==> src/rtl/mem_writeback_pkg.sv <==
// rtl/mem_writeback_pkg.sv - shared types and constants for the MEM/WB stage
// Purpose: memory-access FSM state type, load/store funct3 encodings and the
//          alignment check shared by the stage and its helpers.
// Ports:   none (package).
package mem_writeback_pkg;

  typedef enum logic [1:0] {
    MEM_IDLE    = 2'd0,
    MEM_REQ     = 2'd1,
    MEM_RD_WAIT = 2'd2
  } mem_state_t;

  localparam logic [2:0] F3_B  = 3'b000;
  localparam logic [2:0] F3_H  = 3'b001;
  localparam logic [2:0] F3_W  = 3'b010;
  localparam logic [2:0] F3_BU = 3'b100;
  localparam logic [2:0] F3_HU = 3'b101;

  // Access size comes from funct3[1:0]; any size code other than byte or
  // half is treated as a word, so it must be word aligned.
  function automatic logic misaligned(input logic [1:0] size, input logic [1:0] a);
    case (size)
      2'b00:   misaligned = 1'b0;
      2'b01:   misaligned = a[0];
      default: misaligned = (a != 2'b00);
    endcase
  endfunction

endpackage

==> src/rtl/load_align.sv <==
// rtl/load_align.sv - lane select and sign/zero extension of load data
// Purpose: turns a raw 32-bit memory word into the register value for a load.
// Ports:   funct3  in  3   load width/sign
//          addr_lo in  2   byte offset of the access
//          rdata   in  32  word returned by data memory
//          data    out 32  extended load value
module load_align
  import mem_writeback_pkg::*;
(
  input  logic [2:0]  funct3,
  input  logic [1:0]  addr_lo,
  input  logic [31:0] rdata,
  output logic [31:0] data
);

  logic [7:0]  byte_sel;
  logic [15:0] half_sel;

  always_comb begin
    byte_sel = rdata[7:0];
    case (addr_lo)
      2'd1:    byte_sel = rdata[15:8];
      2'd2:    byte_sel = rdata[23:16];
      2'd3:    byte_sel = rdata[31:24];
      default: byte_sel = rdata[7:0];
    endcase
    half_sel = addr_lo[1] ? rdata[31:16] : rdata[15:0];

    // Unknown encodings fall back to a plain word load.
    case (funct3)
      F3_B:    data = {{24{byte_sel[7]}}, byte_sel};
      F3_H:    data = {{16{half_sel[15]}}, half_sel};
      F3_BU:   data = {24'd0, byte_sel};
      F3_HU:   data = {16'd0, half_sel};
      default: data = rdata;
    endcase
  end

endmodule

==> src/rtl/mem_writeback.sv <==
// rtl/mem_writeback.sv - MEM+WB stage of the RV32I core
// Purpose: issues loads/stores on a valid/ready data port, stalls upstream
//          while an access is outstanding, and registers the writeback value.
// Ports:   clk, rst_n                   clock, async active-low reset
//          ex_*                         EX result and control (held by mem_stall)
//          mem_stall                    hold IF/ID/EX this cycle
//          dmem_req/we/addr/wdata/be    request to data memory
//          dmem_ready/rvalid/rdata      accept, read-valid and read data
//          writedata/write_rd/wb_RegWrite  register-file write port
//          mem_misalign, mem_fault      1-cycle error pulses
module mem_writeback
  import mem_writeback_pkg::*;
#(
  parameter int DMEM_TIMEOUT = 256
) (
  input  logic        clk,
  input  logic        rst_n,
  input  logic        ex_valid,
  input  logic [31:0] ex_alu_result,
  input  logic [31:0] ex_rs2_data,
  input  logic [4:0]  ex_rd,
  input  logic [2:0]  ex_funct3,
  input  logic        ex_MemToReg,
  input  logic        ex_RegWrite,
  input  logic        ex_MemRead,
  input  logic        ex_MemWrite,
  output logic        mem_stall,
  output logic        dmem_req,
  output logic        dmem_we,
  output logic [31:0] dmem_addr,
  output logic [31:0] dmem_wdata,
  output logic [3:0]  dmem_be,
  input  logic        dmem_ready,
  input  logic        dmem_rvalid,
  input  logic [31:0] dmem_rdata,
  output logic [31:0] writedata,
  output logic [4:0]  write_rd,
  output logic        wb_RegWrite,
  output logic        mem_misalign,
  output logic        mem_fault
);

  localparam int TW = (DMEM_TIMEOUT > 2) ? $clog2(DMEM_TIMEOUT) : 1;
  localparam logic [TW-1:0] TO_LAST = TW'((DMEM_TIMEOUT > 0) ? DMEM_TIMEOUT - 1 : 0);
  localparam logic TO_EN = (DMEM_TIMEOUT != 0);

  mem_state_t    state_q, state_d;
  logic [TW-1:0] cnt_q;
  logic          mem_op, alu_done, mis, mis_now, busy, complete, abort, to_hit;
  logic          load_wb;
  logic [31:0]   load_val;

  assign mem_op   = ex_valid & (ex_MemRead | ex_MemWrite);
  assign alu_done = ex_valid & ~(ex_MemRead | ex_MemWrite) & (state_q == MEM_IDLE);
  assign mis      = misaligned(ex_funct3[1:0], ex_alu_result[1:0]);
  assign to_hit   = TO_EN && (cnt_q == TO_LAST);
  assign load_wb  = (ex_MemRead | ex_MemToReg) & ~ex_MemWrite;

  load_align u_load_align (
    .funct3  (ex_funct3),
    .addr_lo (ex_alu_result[1:0]),
    .rdata   (dmem_rdata),
    .data    (load_val)
  );

  always_comb begin
    state_d  = state_q;
    dmem_req = 1'b0;
    complete = 1'b0;
    abort    = 1'b0;
    mis_now  = 1'b0;
    busy     = 1'b0;
    case (state_q)
      MEM_IDLE: begin
        if (mem_op) begin
          if (mis) begin
            mis_now = 1'b1;
          end else begin
            busy     = 1'b1;
            dmem_req = 1'b1;
            if (dmem_ready && (ex_MemWrite || dmem_rvalid)) complete = 1'b1;
            else if (dmem_ready)                            state_d  = MEM_RD_WAIT;
            else                                            state_d  = MEM_REQ;
          end
        end
      end
      MEM_REQ: begin
        busy     = 1'b1;
        dmem_req = 1'b1;
        if (dmem_ready && (ex_MemWrite || dmem_rvalid)) complete = 1'b1;
        else if (dmem_ready)                            state_d  = MEM_RD_WAIT;
      end
      MEM_RD_WAIT: begin
        busy = 1'b1;
        if (dmem_rvalid) complete = 1'b1;
      end
      default: state_d = MEM_IDLE;
    endcase
    if (complete) state_d = MEM_IDLE;
    // A completion in the last allowed cycle wins over the timeout.
    if ((state_q != MEM_IDLE) && !complete && to_hit) begin
      abort   = 1'b1;
      state_d = MEM_IDLE;
    end
  end

  // The stall drops in the abort cycle so the dropped instruction leaves EX
  // instead of being reissued from IDLE.
  assign mem_stall = busy & ~complete & ~abort;

  always_comb begin
    dmem_we    = 1'b0;
    dmem_addr  = '0;
    dmem_wdata = '0;
    dmem_be    = '0;
    if (dmem_req) begin
      dmem_we   = ex_MemWrite;
      dmem_addr = {ex_alu_result[31:2], 2'b00};
      dmem_be   = 4'b1111;
      if (ex_MemWrite) begin
        case (ex_funct3[1:0])
          2'b00: begin
            dmem_be    = 4'b0001 << ex_alu_result[1:0];
            dmem_wdata = {4{ex_rs2_data[7:0]}};
          end
          2'b01: begin
            dmem_be    = ex_alu_result[1] ? 4'b1100 : 4'b0011;
            dmem_wdata = {2{ex_rs2_data[15:0]}};
          end
          default: dmem_wdata = ex_rs2_data;
        endcase
      end
    end
  end

  always_ff @(posedge clk or negedge rst_n) begin
    if (!rst_n) begin
      state_q      <= MEM_IDLE;
      cnt_q        <= '0;
      writedata    <= '0;
      write_rd     <= '0;
      wb_RegWrite  <= 1'b0;
      mem_misalign <= 1'b0;
      mem_fault    <= 1'b0;
    end else begin
      state_q      <= state_d;
      mem_misalign <= mis_now;
      mem_fault    <= abort;
      wb_RegWrite  <= 1'b0;
      if ((state_q == MEM_IDLE) && (state_d != MEM_IDLE)) begin
        cnt_q <= '0;
      end else if ((state_q != MEM_IDLE) && TO_EN) begin
        cnt_q <= cnt_q + 1'b1;
      end
      if (alu_done) begin
        writedata   <= ex_alu_result;
        write_rd    <= ex_rd;
        wb_RegWrite <= ex_RegWrite && (ex_rd != 5'd0);
      end else if (complete) begin
        writedata   <= load_wb ? load_val : ex_alu_result;
        write_rd    <= ex_rd;
        wb_RegWrite <= ex_RegWrite && !ex_MemWrite && (ex_rd != 5'd0);
      end
    end
  end

endmodule
==> config.mk <==
export PLATFORM = sky130hd
export DESIGN_NAME = mem_writeback
export DESIGN_NICKNAME = d
export VERILOG_FILES = /design/src/rtl/mem_writeback_pkg.sv /design/src/rtl/load_align.sv /design/src/rtl/mem_writeback.sv
export SDC_FILE = /design/constraint.sdc
export NUM_CORES = 1
export LEC_CHECK = 0
export CORE_MARGIN = 2
export CORE_UTILIZATION = 30
export DETAILED_ROUTE_END_ITERATION = 12
export PLACE_DENSITY = 0.76
export SYNTH_ARGS = -nofsm -noshare
export SYNTH_HDL_FRONTEND = slang
export SYNTH_HIERARCHICAL = 1
export SYNTH_SLANG_ARGS = --single-unit
==> constraint.sdc <==
create_clock -name clk -period 3.1 [get_ports clk]
set_input_delay 0.62 -clock clk [delete_from_list [all_inputs] [get_ports clk]]
set_output_delay 0.62 -clock clk [all_outputs]
set_load 0.02 [all_outputs]
==> results.md, run 1 <==
- The run finished with clean final reports.
- The number of warnings printed during yosys synthesis is 6.
- The share of total power dissipated in the clock network is 0.117.
- The y dimension of the die is 122 um.
- Measured against its own limit, the worst slew margin works out to 0.496.
- In this run the tool buffered the top-level ports with 221 buffer cells.
- The peak clock frequency supported by timing is 330 MHz.
- Of the total power, registers draw 0.229.
- Setup repair after global routing left no endpoint under its margin.
- The synthesized design spends more area on one cell type than any other, namely dfrtp_1.
- The final core area utilization is 0.495.
- The detail route stage leaves a number of antenna-violating nets equal to 0.
- The logic gate share of total power is 0.654.
- The worst setup path is of the in -> out kind.
- The cell area after placement is 6760 um^2.
- The detailed placer's ending HPWL is 11900 um.
- Clock-pin slew was measured on the worst setup and hold paths at 0.07 ns.
- The routed layout has 4313 vias.
- In this run the power density over the cells is 709 nW/um^2.
- The number of failing setup endpoints in the final timing report is 0.
- The min-delay analysis places its worst path in the category in -> async.
- The initial core utilization is 0.304.
- STA puts the critical path data required time at 2.48 ns.
- The smallest clock period supported by the final layout is computed as 3.03 ns.
- The critical path arrival is 2.41 ns.
- The max capacitance violation total is 0.
- The total area inside the core boundary comes to 13800 um^2.
- Dividing the final minimum period by the clock period gives 0.976.
- The antenna diode count is 0.
- Synthesis instantiated 57 different standard cells from the library.
- Synthesis inferred 50 register bits.
- The portion of the post-synthesis area used by sequential elements is 0.299.
- The most frequent cell after synthesis is nand2_1.
- The synthesis-to-layout area growth is 62.8%.
- After routing the design area is 6820 um^2.
- The final layout net count is 816.
- The DRC violation total after the first TritonRoute iteration is 301.
- The total standard cell area after synthesis is 4190 um^2.
- The switching part of the total is 0.416.
- The total I/O pin count is 224.
- Of the post-synthesis cell area, the dominant cell type holds 0.299.
- The number of global-route vias before repair is 4268.
- The final max-slew violation count is 0.
- The commonest cells after synthesis are nand2_1, mux2_2, dfrtp_1.
- Clock tree synthesis selected as its root buffer the cell clkbuf_16.
- The maximum VDD drop is 0.358 mV.
- Entering global routing, the biggest net connects 39 pins.
- After detailed routing, the number of remaining DRC violations is 0.
- The maximum net fanout on the critical path is 2.
- The H-tree generated during clock tree synthesis spans 2 levels.
- TritonCTS built the clock tree.
- In the global route stage, overall resource usage came out at 0.191.
- In the final routed layout, each cell accounts on average for 17.2 um.
- The clock latency reported for the late side of the worst-skew pair is 0.29 ns.
- The die area is 14900 um^2.
- The post-synthesis area per instance is 9.07 um^2.
- By area the synthesized netlist is led by dfrtp_1, mux2_2, mux2_4.
- The first detailed-routing pass took 5 iterations.
- The total overflow reported by the global router is 0.
- The synthesized netlist cell count is 462.
- After synthesis, the share of flip-flops with an asynchronous set or reset is 1.00.
- The die is 122 um wide.
- The maximum root-to-sink buffer count is 2.
- The net switching power is 2.01 mW.
- The analysis attributes to cell leakage a power of 3.18 nW.
- The internal power of the cells is 2.83 mW.
- The worst setup path is launched from a primary input.
- In the synthesized netlist the dominant register cell turns out to be dfrtp_1.
- The number of synthesized flops with an enable pin is 0.
- The count of endpoints failing hold in the final timing report is 0.
- TritonCTS created 5 clock buffers.
- In the final layout, the share of cells above drive strength 1 is 0.209.
- The kind of end point of the critical path is an output pin.
- The number of antenna violations at the first check in global routing is 0.
- The first global-routing pass estimated 22500 um of wire.
- Row generation in the floorplan step produced 43 rows.
- The total clock sinks is 50.
- For this block, the routed nets add up to 15100 um of wire.
- The via count normalized by instance count is 4.91.
- At the pin with the least slew margin, the transition time is 0.756 ns.
- At the end of routability-driven placement, the weighted congestion stood at 0.954.
- Across all hold checks on the routed design, the worst slack comes to 0.395 ns.
- Across the routed clock network, the largest skew measured is 0.00525 ns.
[power groups by stage]
stage	clock network, mW	logic, mW	registers [mW]
detailed placement	0	3.30	1.11
global route	0.614	3.36	1.14
finish	0.565	3.16	1.11
CTS	0.578	3.18	1.11
global placement	0	3.23	1.10
floorplan	0	1.55	1.41
[cell families (layout without fill, tap and decap cells)]
kind of cell | after synthesis | after routing | share of synthesized area
buf+inv | 43 | 279 | 0.0540
other cells | 1 | 2 | 0.000895
simple gates | 180 | 180 | 0.205
fa+ha+maj | 5 | 5 | 0.0149
xor+xnor | 4 | 4 | 0.00836
mux | 95 | 95 | 0.270
compound gates | 84 | 84 | 0.149
flops | 50 | 50 | 0.299
[cells in the final DEF (no fill, tap or decap), drive strengths merged, types with 7 or more instances in the layout]
| cell | count |
|---|---|
| nand2 | 73 |
| nor2 | 41 |
| clkdlybuf4s15 | 14 |
| a22o | 7 |
| dlygate4sd2 | 47 |
| dfrtp | 50 |
| nand3 | 9 |
| clkdlybuf4s50 | 148 |
| a21oi | 27 |
| buf | 42 |
| a22oi | 14 |
| mux2 | 76 |
| clkbuf | 14 |
| mux2i | 18 |
| nor2b | 33 |
| inv | 11 |
| and2 | 8 |
| o21ai | 15 |
[routing by layer]
metal | global-route usage | up-vias | share of wire
li1 | - | 2094 | -
met1 | 0.242 | 2052 | 0.40
met2 | 0.333 | 153 | 0.51
met3 | 0.0435 | 14 | 0.075
met4 | 0.0374 | 0 | 0.013
met5 | 0 | - | 0
[worst paths after layout]
kind	slack, ns	depth (start not counted)	to	startpoint
min reg2reg	0.50	1	writedata[31]	writedata[31]
max in group asynchronous	2.06	2	writedata[4]	rst_n
min	0.39	1	writedata[16]	rst_n
max reg2reg	0.38	10	writedata[2]	state_q[1]
min in group clk	0.50	1	writedata[31]	writedata[31]
max	0.07	8	mem_stall	ex_MemRead
[flip-flops by register name, summed over array words and instances (netlist names)]
register      cells
write_rd          5
mem_fault         1
writedata        32
cnt_q             8
state_q           2
wb_RegWrite       1
mem_misalign      1
[critical path, stage by stage]
cell             delay (ns)
clkdlybuf4s50_1        0.50
a2bb2oi_2              0.23
buf_4                  0.15
nand2_1                0.06
or3_1                  0.35
nand3_1                0.11
nor2_1                 0.05
dlygate4sd2_1          0.33
[through the flow]
stage               cells  total power, mW  TNS (ns)  worst slack, ns
floorplan             463             2.96         0            0.330
global placement      870             4.33     -9.39           -0.201
detailed placement    870             4.41    -13.36           -0.314
CTS                   879             4.87         0           0.0340
global route          879             5.12         0          0.00225
finish                879             4.84         0           0.0739
[what timing repair did]
item                       4_1_cts  5_1_grt
buffers inserted                 1        0
pin swaps                        2        0
setup endpoints to repair       68       24
gates resized for setup         72       33
hold buffers                     0        0
hold endpoints to repair         0        0
[final cells by class]
| class | count | area, um^2 |
|---|---|---|
| clock inverter | 3 | 25.0 |
| timing repair buffer | 261 | 2440 |
| clock buffer | 5 | 125 |
| multi-input combinational | 370 | 2720 |
| inverter | 10 | 37.5 |
| tap | 180 | 225 |
| sequential | 50 | 1250 |
| fill | 1305 | 6950 |
Power figures use the tool's default switching activity.
==> run 2: changes to the inputs <==
--- a/config.mk
+++ b/config.mk
@@ -5,8 +5,10 @@
 export SDC_FILE = /design/constraint.sdc
 export NUM_CORES = 1
 export LEC_CHECK = 0
+export ABC_CLOCK_PERIOD_IN_PS = 3100
 export CORE_MARGIN = 2
 export CORE_UTILIZATION = 30
+export CTS_CLUSTER_SIZE = 24
 export DETAILED_ROUTE_END_ITERATION = 12
 export PLACE_DENSITY = 0.76
 export SYNTH_ARGS = -nofsm -noshare
==> results of run 2 <==
No change in the layout: final DEF, timing and power equal those of run 1.
==> run 3: changes to the inputs <==
--- a/config.mk
+++ b/config.mk
@@ -5,12 +5,13 @@
 export SDC_FILE = /design/constraint.sdc
 export NUM_CORES = 1
 export LEC_CHECK = 0
-export ABC_CLOCK_PERIOD_IN_PS = 3100
+export ABC_CLOCK_PERIOD_IN_PS = 2550
 export CORE_MARGIN = 2
 export CORE_UTILIZATION = 30
 export CTS_CLUSTER_SIZE = 24
 export DETAILED_ROUTE_END_ITERATION = 12
-export PLACE_DENSITY = 0.76
+export GPL_TIMING_DRIVEN = 0
+export PLACE_DENSITY = 0.79
 export SYNTH_ARGS = -nofsm -noshare
 export SYNTH_HDL_FRONTEND = slang
 export SYNTH_HIERARCHICAL = 1
==> constraint.sdc (replaced) <==
create_clock -name clk -period 2.55 [get_ports clk]
set_input_delay 0.51 -clock clk [delete_from_list [all_inputs] [get_ports clk]]
set_output_delay 0.51 -clock clk [all_outputs]
set_load 0.02 [all_outputs]
==> results.md, run 3 (synthesis results as in run 1) <==
- The run finished with clean final reports.
- The leading cell type in the layout, fill and taps excluded is clkdlybuf4s50_1.
- The die area is 14900 um^2 (unchanged).
- The first-pass iteration count of the detailed router is 5 (unchanged).
- The fraction of final layout cells sized beyond drive strength 1 is 0.321 (+0.113).
- The signal on the critical path passes through clkdlybuf4s15_2 > a22oi_2 > a41oi_4 > inv_4 > nand2_8 > clkbuf_16 > a21oi_1 > buf_2.
- The total of buffers placed on input and output ports is 221 (unchanged).
- The total wire length is 15700 um (+4.1%).
- The total I/O pin count came to 224 (unchanged).
- The leakage power summed over all cells is 3.14 nW (-1.4%).
- The global-route wire length before repair was 23400 um (+4.1%).
- The number of global-route vias before repair is 4211 (-1.3%).
- The total clock sinks is 50 (unchanged).
- The final layout net count is 820 (+0.49%).
- The synthesis-to-layout area growth is 63.2%.
- The DRC violation total after the first TritonRoute iteration is 257 (-15%).
- The most used routing layer in global routing is met2.
- TritonCTS built the clock tree.
- The clock latency reported for the late side of the worst-skew pair is 0.29 ns (about the same).
- The number of flip-flops under the largest register name is 32 (unchanged).
- For this design, the slowest cell found on the critical path is a22oi_2.
- The met1 capacity usage during global routing is 0.267 (+0.0247).
- Ranked by flip-flop count, first place goes to writedata.
- Dividing the final minimum period by the clock period gives 0.975.
- The maximum net fanout on the critical path came to 5 (+3).
- The total overflow reported by the global router is 0 (unchanged).
- The largest net degree at the start of global routing is 39 (unchanged).
- Clock tree synthesis selected as its root buffer the cell clkbuf_16.
- The top cell types in the final layout, fill and taps aside, are clkdlybuf4s50_1, nand2_1, mux2_2.
- The initial core utilization came to 0.304 (unchanged).
- The clock slew at the register clock pins of the worst setup and hold paths is 0.07 ns (about the same).
- The category of the critical setup timing path is in -> out.
- The smallest clock period supported by the final layout is computed as 2.49 ns.
- The y dimension of the die came to 122 um (unchanged).
- The largest registers in the layout are writedata x32, cnt_q x8, write_rd x5.
- The maximum root-to-sink buffer count is 2 (unchanged).
- The final max-slew violation count is 0 (unchanged).
- The number of filler instances in the final layout is 1310 (+0.38%).
- The row count was 43 (unchanged).
- The max capacitance violation total was 0 (unchanged).
- STA classifies the critical path endpoint as an output pin.
- The critical path arrival is 1.98 ns (-0.43 ns).
- The via count normalized by instance count was 4.95 (+0.95%).
- The total power density per cell area is 897 nW/um^2 (+27%).
- The number of remaining DRC errors is 0 (unchanged).
- The total global routing track utilization is 0.204 (+0.0124).
- The global-route track usage on met2 is 0.340 (+0.00729).
- The detailed placer's ending HPWL is 12200 um (+2.1%).
- The setup TNS was 0 ns (unchanged).
- The count of endpoints failing hold in the final timing report was 0 (unchanged).
- The area occupied by multi-input gates is 2840 um^2 (+4.4%).
- The number of H-tree levels is 2 (unchanged).
- The number of failing setup endpoints in the final timing report is 0 (unchanged).
- Static timing analysis puts the maximum clock frequency at 402 MHz.
- The final core area utilization is 0.497 (+0.00118).
- The number of antenna violations at the first check in global routing is 0 (unchanged).
- The required time of the critical path is 2.04 ns (-0.44 ns).
- The antenna diode count was 0 (unchanged).
- The total clock buffers created by CTS is 5 (unchanged).
- The critical path startpoint category is a primary input.
- The horizontal die dimension is 122 um (unchanged).
- The wire length per cell after detailed routing was 17.8 um (+3.6%).
- The class of the tightest hold or removal check is in -> async.
- The number of vias after detailed routing came to 4374 (+1.4%).
- The maximum VDD drop was 0.555 mV (+55%).
- The critical path's largest stage delay is 0.33 ns (-0.17 ns).
- The weighted congestion reported at the end of routability-driven placement is 0.874 (-8.4%).
- The routing usage on met3 is 0.0403 (-0.00328).
- The worst clock skew is 0.00704 ns (+0.00179 ns).
- The number of hold buffers added after cts was 0 (unchanged).
- The area taken by flip-flops and latches came to 1250 um^2 (about the same).
- The core outline area is 13800 um^2 (unchanged).
- The remaining max-slew budget at the tightest pin was 0.625 (+0.129).
- The actual slew at the worst max-slew pin is 0.561 ns (-0.195 ns).
- The residual antenna-violating net count after detailed routing is 0 (unchanged).
[run 3: final timing paths]
check                              startpoint              to  slack [ns]  depth (start not counted)
worst max-delay path             ex_funct3[1]  dmem_wdata[15]        0.06                          8
worst min-delay path                    rst_n   writedata[22]        0.10                          1
worst max register to register     state_q[0]   writedata[16]        0.26                          9
worst min register to register  writedata[31]   writedata[31]        0.49                          1
max in group asynchronous               rst_n      state_q[0]        1.92                          2
min in group clk                writedata[31]   writedata[31]        0.49                          1
[run 3: area by class of cell]
cell class / count / area share
Multi-Input combinational cell: 371 / 0.415
Timing Repair Buffer: 233 / 0.303
Sequential cell: 50 / 0.183
Buffer: 30 / 0.0364
Tap cell: 180 / 0.0329
Clock buffer: 5 / 0.0183
Inverter: 10 / 0.00622
Clock inverter: 3 / 0.00421
Timing Repair inverter: 1 / 0.00110
[run 3: worst max-delay path, delay by kind of cell]
| family | cells | cell delay (ns) |
|---|---|---|
| compound gates | 3 | 0.63 |
| buf+inv | 4 | 0.74 |
| simple gates | 1 | 0.09 |
[run 3: what timing repair did]
item | CTS | global route
pin swaps | 4 | 6
gates cloned | 1 | 2
gates resized for setup | 308 | 68
buffers inserted | 6 | 4
endpoints found under the setup margin | 107 | 79
[run 3: power by group]
group	switching, mW	internal, mW	total, mW
clock network	0.326	0.375	0.701
registers	0.199	1.14	1.34
logic	2.03	2.06	4.09
[run 3: metrics by stage]
stage	power, mW	hold WS (ns)	worst slack, ns	instance area (um^2)	cells
final	6.14	0.100	0.0635	6840	883
after floorplan	3.60	0.214	0.000380	4200	463
after CTS	6.01	0.107	0.000179	6750	878
after detailed placement	5.31	0.425	-1.50	6650	865
after global routing	6.52	0.122	-0.0159	6840	883
after global placement	5.24	0.468	-1.48	6630	864
[run 3: per-layer routing]
layer / vias up / part of all wire / wire [um]
met2: 161 / 0.49 / 7670
met5: - / 0 / 0
li1: 2107 / - / -
met4: 0 / 0.026 / 404
met1: 2074 / 0.43 / 6710
met3: 32 / 0.058 / 904
